`src/rtl/csb_to_periph.sv`:
```
// csb_to_periph: bridges one NVDLA CSB register access at a time onto a
// single-beat HWPE periph master port and returns read data or non-posted
// write completion on the CSB response channel.
module csb_to_periph #(
    parameter int unsigned          ID_WIDTH       = 1,
    parameter logic [ID_WIDTH-1:0]  PERIPH_ID      = '0,
    parameter logic [31:0]          BASE_ADDR      = 32'h0000_0000,
    parameter int unsigned          TIMEOUT_CYCLES = 255
) (
    input  logic                clk,
    input  logic                rst,

    // CSB request channel
    input  logic                csb2nvdla_valid,
    output logic                csb2nvdla_ready,
    input  logic [15:0]         csb2nvdla_addr,
    input  logic [31:0]         csb2nvdla_wdat,
    input  logic                csb2nvdla_write,
    input  logic                csb2nvdla_nposted,

    // CSB response channel
    output logic                nvdla2csb_valid,
    output logic [31:0]         nvdla2csb_data,
    output logic                nvdla2csb_wr_complete,

    // periph master port
    output logic                periph_req_o,
    output logic [31:0]         periph_add_o,
    output logic                periph_wen_o,
    output logic [3:0]          periph_be_o,
    output logic [31:0]         periph_data_o,
    output logic [ID_WIDTH-1:0] periph_id_o,
    input  logic                periph_gnt_i,
    input  logic [31:0]         periph_r_data_i,
    input  logic                periph_r_valid_i,
    input  logic [ID_WIDTH-1:0] periph_r_id_i,

    output logic                timeout_o
);

    localparam int unsigned DATA_W = 32;
    localparam int unsigned ADDR_W = 32;
    localparam int unsigned CNT_W  = 16;

    localparam logic [DATA_W-1:0] TIMEOUT_DATA = 32'hDEAD_BEEF;
    // Last wait cycle index; reaching it without a response ends the access.
    localparam logic [CNT_W-1:0]  CNT_LAST     = CNT_W'(TIMEOUT_CYCLES - 1);

    typedef enum logic [1:0] {
        IDLE   = 2'd0,
        REQ    = 2'd1,
        WAIT_R = 2'd2
    } state_t;

    state_t state_q;
    state_t state_d;

    logic               req_q,     req_d;
    logic [ADDR_W-1:0]  add_q,     add_d;
    logic               wen_q,     wen_d;
    logic [DATA_W-1:0]  wdata_q,   wdata_d;
    logic               nposted_q, nposted_d;
    logic [CNT_W-1:0]   cnt_q,     cnt_d;
    logic               rvalid_q,  rvalid_d;
    logic [DATA_W-1:0]  rdata_q,   rdata_d;
    logic               wrc_q,     wrc_d;
    logic               tmo_q,     tmo_d;

    logic               accept_c;
    logic               rsp_hit_c;
    logic               expire_c;
    logic [ADDR_W-1:0]  xlat_addr_c;

    // Request handshake, matching response and timeout detection
    assign csb2nvdla_ready = (state_q == IDLE) & ~rst;
    assign accept_c        = csb2nvdla_valid & csb2nvdla_ready;
    assign rsp_hit_c       = (state_q == WAIT_R) & periph_r_valid_i
                           & (periph_r_id_i == PERIPH_ID);
    assign expire_c        = (state_q == WAIT_R) & ~rsp_hit_c & (cnt_q == CNT_LAST);

    // CSB word address to periph byte address, wrapping modulo 2^32
    assign xlat_addr_c     = BASE_ADDR + {14'b0, csb2nvdla_addr, 2'b00};

    // FSM state register
    always_ff @(posedge clk or posedge rst) begin
        if (rst) begin
            state_q <= IDLE;
        end else begin
            state_q <= state_d;
        end
    end

    // FSM next-state logic
    always_comb begin
        state_d = state_q;
        case (state_q)
            IDLE:    if (accept_c)              state_d = REQ;
            REQ:     if (periph_gnt_i)          state_d = WAIT_R;
            WAIT_R:  if (rsp_hit_c | expire_c)  state_d = IDLE;
            default:                            state_d = IDLE;
        endcase
    end

    // FSM output logic: next values of the registered outputs and context
    always_comb begin
        req_d     = req_q;
        add_d     = add_q;
        wen_d     = wen_q;
        wdata_d   = wdata_q;
        nposted_d = nposted_q;
        cnt_d     = cnt_q;
        rvalid_d  = 1'b0;
        rdata_d   = rdata_q;
        wrc_d     = 1'b0;
        tmo_d     = 1'b0;
        case (state_q)
            IDLE: begin
                if (accept_c) begin
                    req_d     = 1'b1;
                    add_d     = xlat_addr_c;
                    wen_d     = ~csb2nvdla_write;
                    wdata_d   = csb2nvdla_wdat;
                    nposted_d = csb2nvdla_nposted;
                end
            end
            REQ: begin
                if (periph_gnt_i) begin
                    req_d = 1'b0;
                    cnt_d = '0;
                end
            end
            WAIT_R: begin
                if (rsp_hit_c) begin
                    if (wen_q) begin
                        rvalid_d = 1'b1;
                        rdata_d  = periph_r_data_i;
                    end else begin
                        wrc_d    = nposted_q;
                    end
                end else if (expire_c) begin
                    tmo_d = 1'b1;
                    if (wen_q) begin
                        rvalid_d = 1'b1;
                        rdata_d  = TIMEOUT_DATA;
                    end else begin
                        wrc_d    = nposted_q;
                    end
                end else begin
                    cnt_d = cnt_q + CNT_W'(1);
                end
            end
            default: begin
                req_d = 1'b0;
            end
        endcase
    end

    // Registered outputs and transaction context
    always_ff @(posedge clk or posedge rst) begin
        if (rst) begin
            req_q     <= 1'b0;
            add_q     <= '0;
            wen_q     <= 1'b1;
            wdata_q   <= '0;
            nposted_q <= 1'b0;
            cnt_q     <= '0;
            rvalid_q  <= 1'b0;
            rdata_q   <= '0;
            wrc_q     <= 1'b0;
            tmo_q     <= 1'b0;
        end else begin
            req_q     <= req_d;
            add_q     <= add_d;
            wen_q     <= wen_d;
            wdata_q   <= wdata_d;
            nposted_q <= nposted_d;
            cnt_q     <= cnt_d;
            rvalid_q  <= rvalid_d;
            rdata_q   <= rdata_d;
            wrc_q     <= wrc_d;
            tmo_q     <= tmo_d;
        end
    end

    assign periph_req_o          = req_q;
    assign periph_add_o          = add_q;
    assign periph_wen_o          = wen_q;
    assign periph_be_o           = 4'hF;
    assign periph_data_o         = wdata_q;
    assign periph_id_o           = PERIPH_ID;
    assign nvdla2csb_valid       = rvalid_q;
    assign nvdla2csb_data        = rdata_q;
    assign nvdla2csb_wr_complete = wrc_q;
    assign timeout_o             = tmo_q;

endmodule

```
`config.mk`:
```
export PLATFORM = sky130hd
export DESIGN_NAME = csb_to_periph
export DESIGN_NICKNAME = d
export VERILOG_FILES = /design/src/rtl/csb_to_periph.sv
export SDC_FILE = /design/constraint.sdc
export NUM_CORES = 1
export LEC_CHECK = 0
export BUFFER_PORTS_ARGS = -buffer_cell sky130_fd_sc_hd__buf_2
export CORE_MARGIN = 8
export CORE_UTILIZATION = 47
export DETAILED_ROUTE_END_ITERATION = 12
export HOLD_SLACK_MARGIN = 0.05
export PLACE_DENSITY = 0.8
export SLEW_MARGIN = 20
export SYNTH_ARGS = -nofsm -noshare
export SYNTH_HDL_FRONTEND = slang
export SYNTH_SLANG_ARGS = --single-unit
```
`constraint.sdc`:
```
create_clock -name clk -period 4.5 [get_ports clk]
set_input_delay 0.9 -clock clk [delete_from_list [all_inputs] [get_ports clk]]
set_output_delay 0.9 -clock clk [all_outputs]
set_load 0.03 [all_outputs]
```
==> results_dict.tcl, run 1 <==
set metrics [dict create \
    outcome "finished, final reports clean" \
    cts_buffers 9 \
    hold_viol_final 0 \
    busiest_layer "met2" \
    grt_pass1_wl_mm 17.84 \
    whs_endpoint "periph_req_o" \
    slew_viol_final 0 \
    cpMaxStageDelayCell "and2_2" \
    cts_tree "built" \
    synth_mux_area_share_pct 13.32 \
    area_growth_pct 23.60 \
    slew_headroom_pct 41.20 \
    num_vias 3201 \
    worstPathMaxFanout 36 \
    timing.setup.tns_ns 0 \
    async_flop_share_pct 100.0 \
    ctsHoldBuffers 0 \
    root_buffer "clkbuf_8" \
    die_w_um 112.4 \
    grt_max_degree 73 \
    holdPathStages 1 \
    clock-sinks 104 \
    max_freq_mhz 417.5 \
    clock_tree.buffer_depth 2 \
    register_area_mm2 0.002604 \
    drt-initial-drc-count 169 \
    ir_worst_vdd_mv 0.4555 \
    cts_resized 0 \
    coreArea_mm2 0.009109 \
    end_kind "flop" \
    synthDistinctLibCells 42 \
    routed_via_density 5.300 \
    drt-pass1-iter-count 4 \
    cp.required_ns 4.74 \
    path_class "primary input to flop" \
    rsz0062_at_grt "no" \
    grtUsageTotal_pct 17.42 \
    fin_skew_ns 0.01531 \
    synthXorXnorAreaFrac_pct 0 \
    diodes 0 \
    synth_top_family_by_area "multiplexers" \
    yosys.area_share.simple_pct 7.474 \
    p_leak_nw 2.534 \
    wirelength_mm 10.91 \
    r2r_setup_slack_ns 2.17 \
    worstPathCellList "buf_2 -> nor3_1 -> and2_2 -> buf_4 -> mux2_2" \
    ys_warn_count 0 \
    critPathMaxStageDelay_ns 0.69 \
    synth_edf_count 0 \
    clk_latency_ns 0.36 \
    final_nets 578 \
    syn_area_mm2 0.004369 \
    cts_setup_buffers 0 \
    r2r_cells 5 \
    grt_use_met2_pct 28.50 \
    tightest_slew_ns 0.8820 \
    drc_errors 0 \
    wl_per_cell_um 18.07 \
    grt_util_met3_pct 8.159 \
    gp_congestion 0.7955 \
    finalCritPeriodShare_pct 53.22 \
    finalCriticalPeriod_ns 2.395 \
    clk_pin_slew_worst_paths_ns 0.10 \
    hold_class "flop to flop" \
    crit_family "simple AND/OR/NAND/NOR gates" \
    antenna_found_initial 0 \
    die_area_mm2 0.01264 \
    powerDensity_mw_per_mm2 728.3 \
    dp_hpwl_mm 8.387 \
    r2r_end "nvdla2csb_data[26]" \
    synth_compound_area_share_pct 11.94 \
    dieHeight_um 112.4 \
    hold_start "periph_req_o" \
    critPathLaunchType "primary input" \
    initial_core_util_pct 47.97 \
    met1_usage_pct 19.53 \
    synth-adder-area-share_pct 0.5727 \
    setup_violations 0 \
    p_total_mw 3.933 \
    synthFlopType "dfrtp_1" \
    rows 35 \
    r2r-start "cnt_q[10]" \
    ys_ff_latch 104 \
    crit_buf_inv 2 \
    layout-drive-gt1-share_pct 57.20 \
    htreeDepth 3 \
    seq_area_frac_synth_pct 59.59 \
    cp_data_arrival_time_ns 2.64 \
    grt_pass1_vias 3516 \
    multiInputGateArea_mm2 0.001535 \
    io_pins 195 \
    portBuffers 173 \
    syn-mean-instance-area_um2 13.57 \
    max_cap_viol_count 0 \
    nFillCells 767 \
    worst-path-stages 5 \
    overflow 0 \
    final_antenna_net_count 0 \
    synth_cells 322 \
]
## worst reg2reg max path, stage by stage (launching register included)
cell	delay (ns)
dfrtp_1	0.45
or4_1	0.57
or4_4	0.57
a21o_1	0.35
clkinv_8	0.18
o22a_2	0.16
## metrics by stage
stage | hold WS (ns) | worst slack, ns | instance area (µm²) | util [%] | cells
finish | 0.4914 | 2.105 | 5400 | 59.29 | 604
global route | 0.5167 | 1.951 | 5400 | 59.29 | 604
CTS | 0.4983 | 2.095 | 5400 | 59.29 | 604
detailed placement | 0.4720 | 1.704 | 5200 | 57.09 | 588
global placement | 0.4663 | 1.782 | 5200 | 57.09 | 588
floorplan | 0.4759 | 0.8695 | 4441 | - | 341
## area by class of cell
class | count | area share, %
sequential | 104 | 48.22
multi-input combinational | 192 | 28.43
timing repair buffer | 176 | 16.45
tap | 111 | 2.572
clock buffer | 10 | 2.549
clock inverter | 6 | 1.158
inverter | 5 | 0.6256
## worst max path at each step
stage	from	end	slack (ns)
2_1_floorplan	rst	cnt_q[0]	0.87
3_3_place_gp	rst	periph_add_o[14]	1.78
3_5_place_dp	rst	periph_data_o[23]	1.70
5_1_grt	rst	periph_data_o[6]	1.95
4_1_cts	rst	periph_data_o[6]	2.10
6_report	rst	periph_data_o[6]	2.11
## Yosys cell counts (4+ instances only)
master / n / area (µm²)
buf_4: 21 / 157.7
o22a_2: 23 / 230.2
o31ai_1: 11 / 82.58
nand3_1: 4 / 20.02
nand2_1: 9 / 33.78
mux2_2: 49 / 551.8
a22o_2: 8 / 80.08
nand4_1: 6 / 37.54
nor3_1: 4 / 20.02
o21ai_0: 4 / 20.02
or4_1: 9 / 67.56
dfrtp_1: 103 / 2577
inv_1: 4 / 15.01
clkbuf_1: 13 / 48.80
a21oi_1: 11 / 55.05
## layout by cell type (no fill, tap or decap), drive strengths merged, types with 3 or more instances in the layout
cell type / instances
nand3: 4
nor3: 4
nand4: 6
nor2: 3
nand2: 9
o31ai: 11
a22o: 8
mux2i: 3
a21o: 3
dfrtp: 103
o22a: 24
buf: 176
o211ai: 3
clkbuf: 10
conb: 21
o21ai: 4
or4: 10
mux2: 49
inv: 7
a21oi: 11
## cells by family (layout without fill, tap and decap cells)
logic type / Yosys count / after routing
AO/OA/AOI/OAI: 64 / 64
buffers and inverters: 45 / 197
flip-flops: 104 / 104
other: 2 / 21
adder cells (fa/ha/maj): 2 / 2
AND/OR/NAND/NOR: 53 / 53
multiplexers: 52 / 52
## metal layers
layer	share of wire, %	routed length (µm)	vias up
met3	10	1129	18
li1	-	-	1469
met1	39	4230	1565
met4	2.1	232	0
met2	49	5321	149
met5	0	0	-
## sequential cells by signal (all words and copies together), names as in the netlist
name	count
periph_data_o	32
nposted_q	1
periph_req_o	1
cnt_q	16
nvdla2csb_valid	1
state_q	2
periph_add_o	16
nvdla2csb_data	32
timeout_o	1
periph_wen_o	1
nvdla2csb_wr_complete	1
## power breakdown
part           switching (mW)  internal (mW)  total (mW)
combinational            1.18          0.620        1.80
clock                   0.349          0.231       0.580
sequential              0.222           1.33        1.55
total                    1.76           2.18        3.93
No activity file was read; power rests on OpenSTA's default activity.
==> run 2, diff against run 1 <==
CORE_UTILIZATION = 43   (was 47)
PLACE_DENSITY = 0.77   (was 0.8)
clock period = 2.05 ns   (was 4.5 ns; I/O delays follow)
==> run 2 against run 1 <==
- the run now ends with setup timing left
- via count up 2.8%
- final cell count is 7.1% higher
- count of clock-buffer cells in the layout decreased by 1
- global-route usage decreased by 2.0 points
- design area is 4.9% higher
- register-to-register slack worse by 2.2 ns
- sequential share of layout area decreased by 2.2 points
- critical endpoint is now nvdla2csb_data[4]
- die area up 8.0%
- non-clock buffer count grew 16
- flip-flop and latch count did not move
- combinational power up 130%
==> results_dict.tcl, run 2 (synthesized netlist as in run 1, its figures left out) <==
set metrics [dict create \
    powerDensity_mw_per_mm2 1541 \
    coreArea_mm2 0.01009 \
    hold_class "primary input to flop" \
    worstPathMaxFanout 5 \
    outcome "finished with violations" \
    p_leak_nw 2.655 \
    fin_skew_ns 0.01728 \
    io_pins 195 \
    htreeDepth 3 \
    slew_headroom_pct 45.57 \
    diodes 0 \
    num_vias 3291 \
    rows 37 \
    hold_viol_final 0 \
    worst_slack_ns -0.05442 \
    r2r-start "cnt_q[13]" \
    cts_buffers 9 \
    final_nets 596 \
    final_common_cell "buf_2" \
    rsz0062_at_grt "yes" \
    final_cell_mix "buf_2 (173), dfrtp_1 (103), mux2_2 (49)" \
    dieHeight_um 116.8 \
    ctsHoldBuffers 0 \
    r2r_setup_slack_ns -0.05 \
    area_growth_pct 29.64 \
    violations "setup timing" \
    final_antenna_net_count 0 \
    ir_worst_vdd_mv 1.001 \
    grt_max_degree 105 \
    drt-pass1-iter-count 4 \
    antenna_found_initial 0 \
    slew_viol_final 0 \
    drt-initial-drc-count 161 \
    routed_via_density 5.087 \
    die_area_mm2 0.01364 \
    layout-drive-gt1-share_pct 59.30 \
    end_kind "flop" \
    clock_tree.buffer_depth 2 \
    grt_pass1_wl_mm 16.58 \
    clk_latency_ns 0.38 \
    grt_pass1_vias 3419 \
    gp_congestion 0.8194 \
    register_area_mm2 0.002604 \
    p_total_mw 8.728 \
    wl_per_cell_um 16.90 \
    wirelength_mm 10.93 \
    portBuffers 173 \
    pre_cts_ws_ns -0.1637 \
    drc_errors 0 \
    r2r_end "nvdla2csb_data[4]" \
    initial_core_util_pct 43.29 \
    cts_tree "built" \
    tightest_slew_ns 0.8134 \
    dp_hpwl_mm 8.063 \
    path_class "flop to flop" \
    cp.required_ns 2.32 \
    cp_data_arrival_time_ns 2.37 \
    r2r_cells 4 \
    root_buffer "clkbuf_8" \
    critPathLaunchType "flop" \
    nFillCells 901 \
    multiInputGateArea_mm2 0.001618 \
    overflow 0 \
    hold_start "csb2nvdla_write" \
    grtUsageTotal_pct 15.46 \
    clk_pin_slew_worst_paths_ns 0.11 \
    max_cap_viol_count 0 \
    clock-sinks 104 \
    whs_endpoint "periph_wen_o" \
    finalCritPeriodShare_pct 102.7 \
    holdPathStages 2 \
    finalCriticalPeriod_ns 2.104 \
    max_freq_mhz 475.2 \
    die_w_um 116.8 \
    setup_violations 27 \
]
==> run 2: final cells by class <==
type                       instances  area share, %
timing repair buffer             192          18.25
tap                              136          3.004
sequential                       104          45.97
timing repair inverter             1         0.1546
multi-input combinational        193          28.56
clock buffer                       9          2.187
inverter                           5         0.6185
clock inverter                     7          1.259
==> run 2: worst max-delay path by stage <==
stage	from	endpoint	slack, ns	cells after the start
after CTS	cnt_q[10]	nvdla2csb_data[22]	-0.06	4
after detailed placement	cnt_q[13]	nvdla2csb_data[14]	-0.16	4
final	cnt_q[13]	nvdla2csb_data[4]	-0.05	4
after global routing	cnt_q[13]	nvdla2csb_data[20]	-0.09	4
after floorplan	cnt_q[13]	nvdla2csb_data[11]	-0.04	7
after global placement	cnt_q[13]	nvdla2csb_data[4]	-0.09	4
==> run 2: where the power goes <==
group	switching (mW)	internal (mW)
sequential	0.491	2.91
clock	0.791	0.478
combinational	2.60	1.46
total	3.88	4.85
==> run 2: timing repair <==
| item | in CTS | in global routing |
|---|---|---|
| gates cloned | 1 | 1 |
| endpoints found under the setup margin | 33 | 34 |
| buffers inserted | 0 | 4 |
| resized for setup | 10 | 0 |
| pin swaps | 12 | 4 |
==> run 2: worst max-delay path, cell delays in order, from the launching register on <==
cell and delay [ns]:
dfrtp_1 0.40, or4_4 0.55, or4_4 0.56, a21o_4 0.28, a22o_4 0.22
==> run 2: metal layers <==
metal	routed length, µm	global-route usage (%)
met1	3932	17.13
met2	5399	25.39
met3	1376	6.978
met4	224	6.399
met5	0	0
==> run 2: metrics by stage <==
step                      std cells  setup TNS, ns  util (%)  area [µm²]  hold slack [ns]
after floorplan                 341        -0.9061         -        4461           0.4605
after global placement          625         -2.199     53.10        5359           0.4697
after detailed placement        625         -4.568     53.10        5359           0.4740
after CTS                       642        -0.9264     55.74        5625           0.1581
after global routing            647         -2.064     56.12        5664           0.1682
final                           647        -0.5788     56.12        5664           0.1775
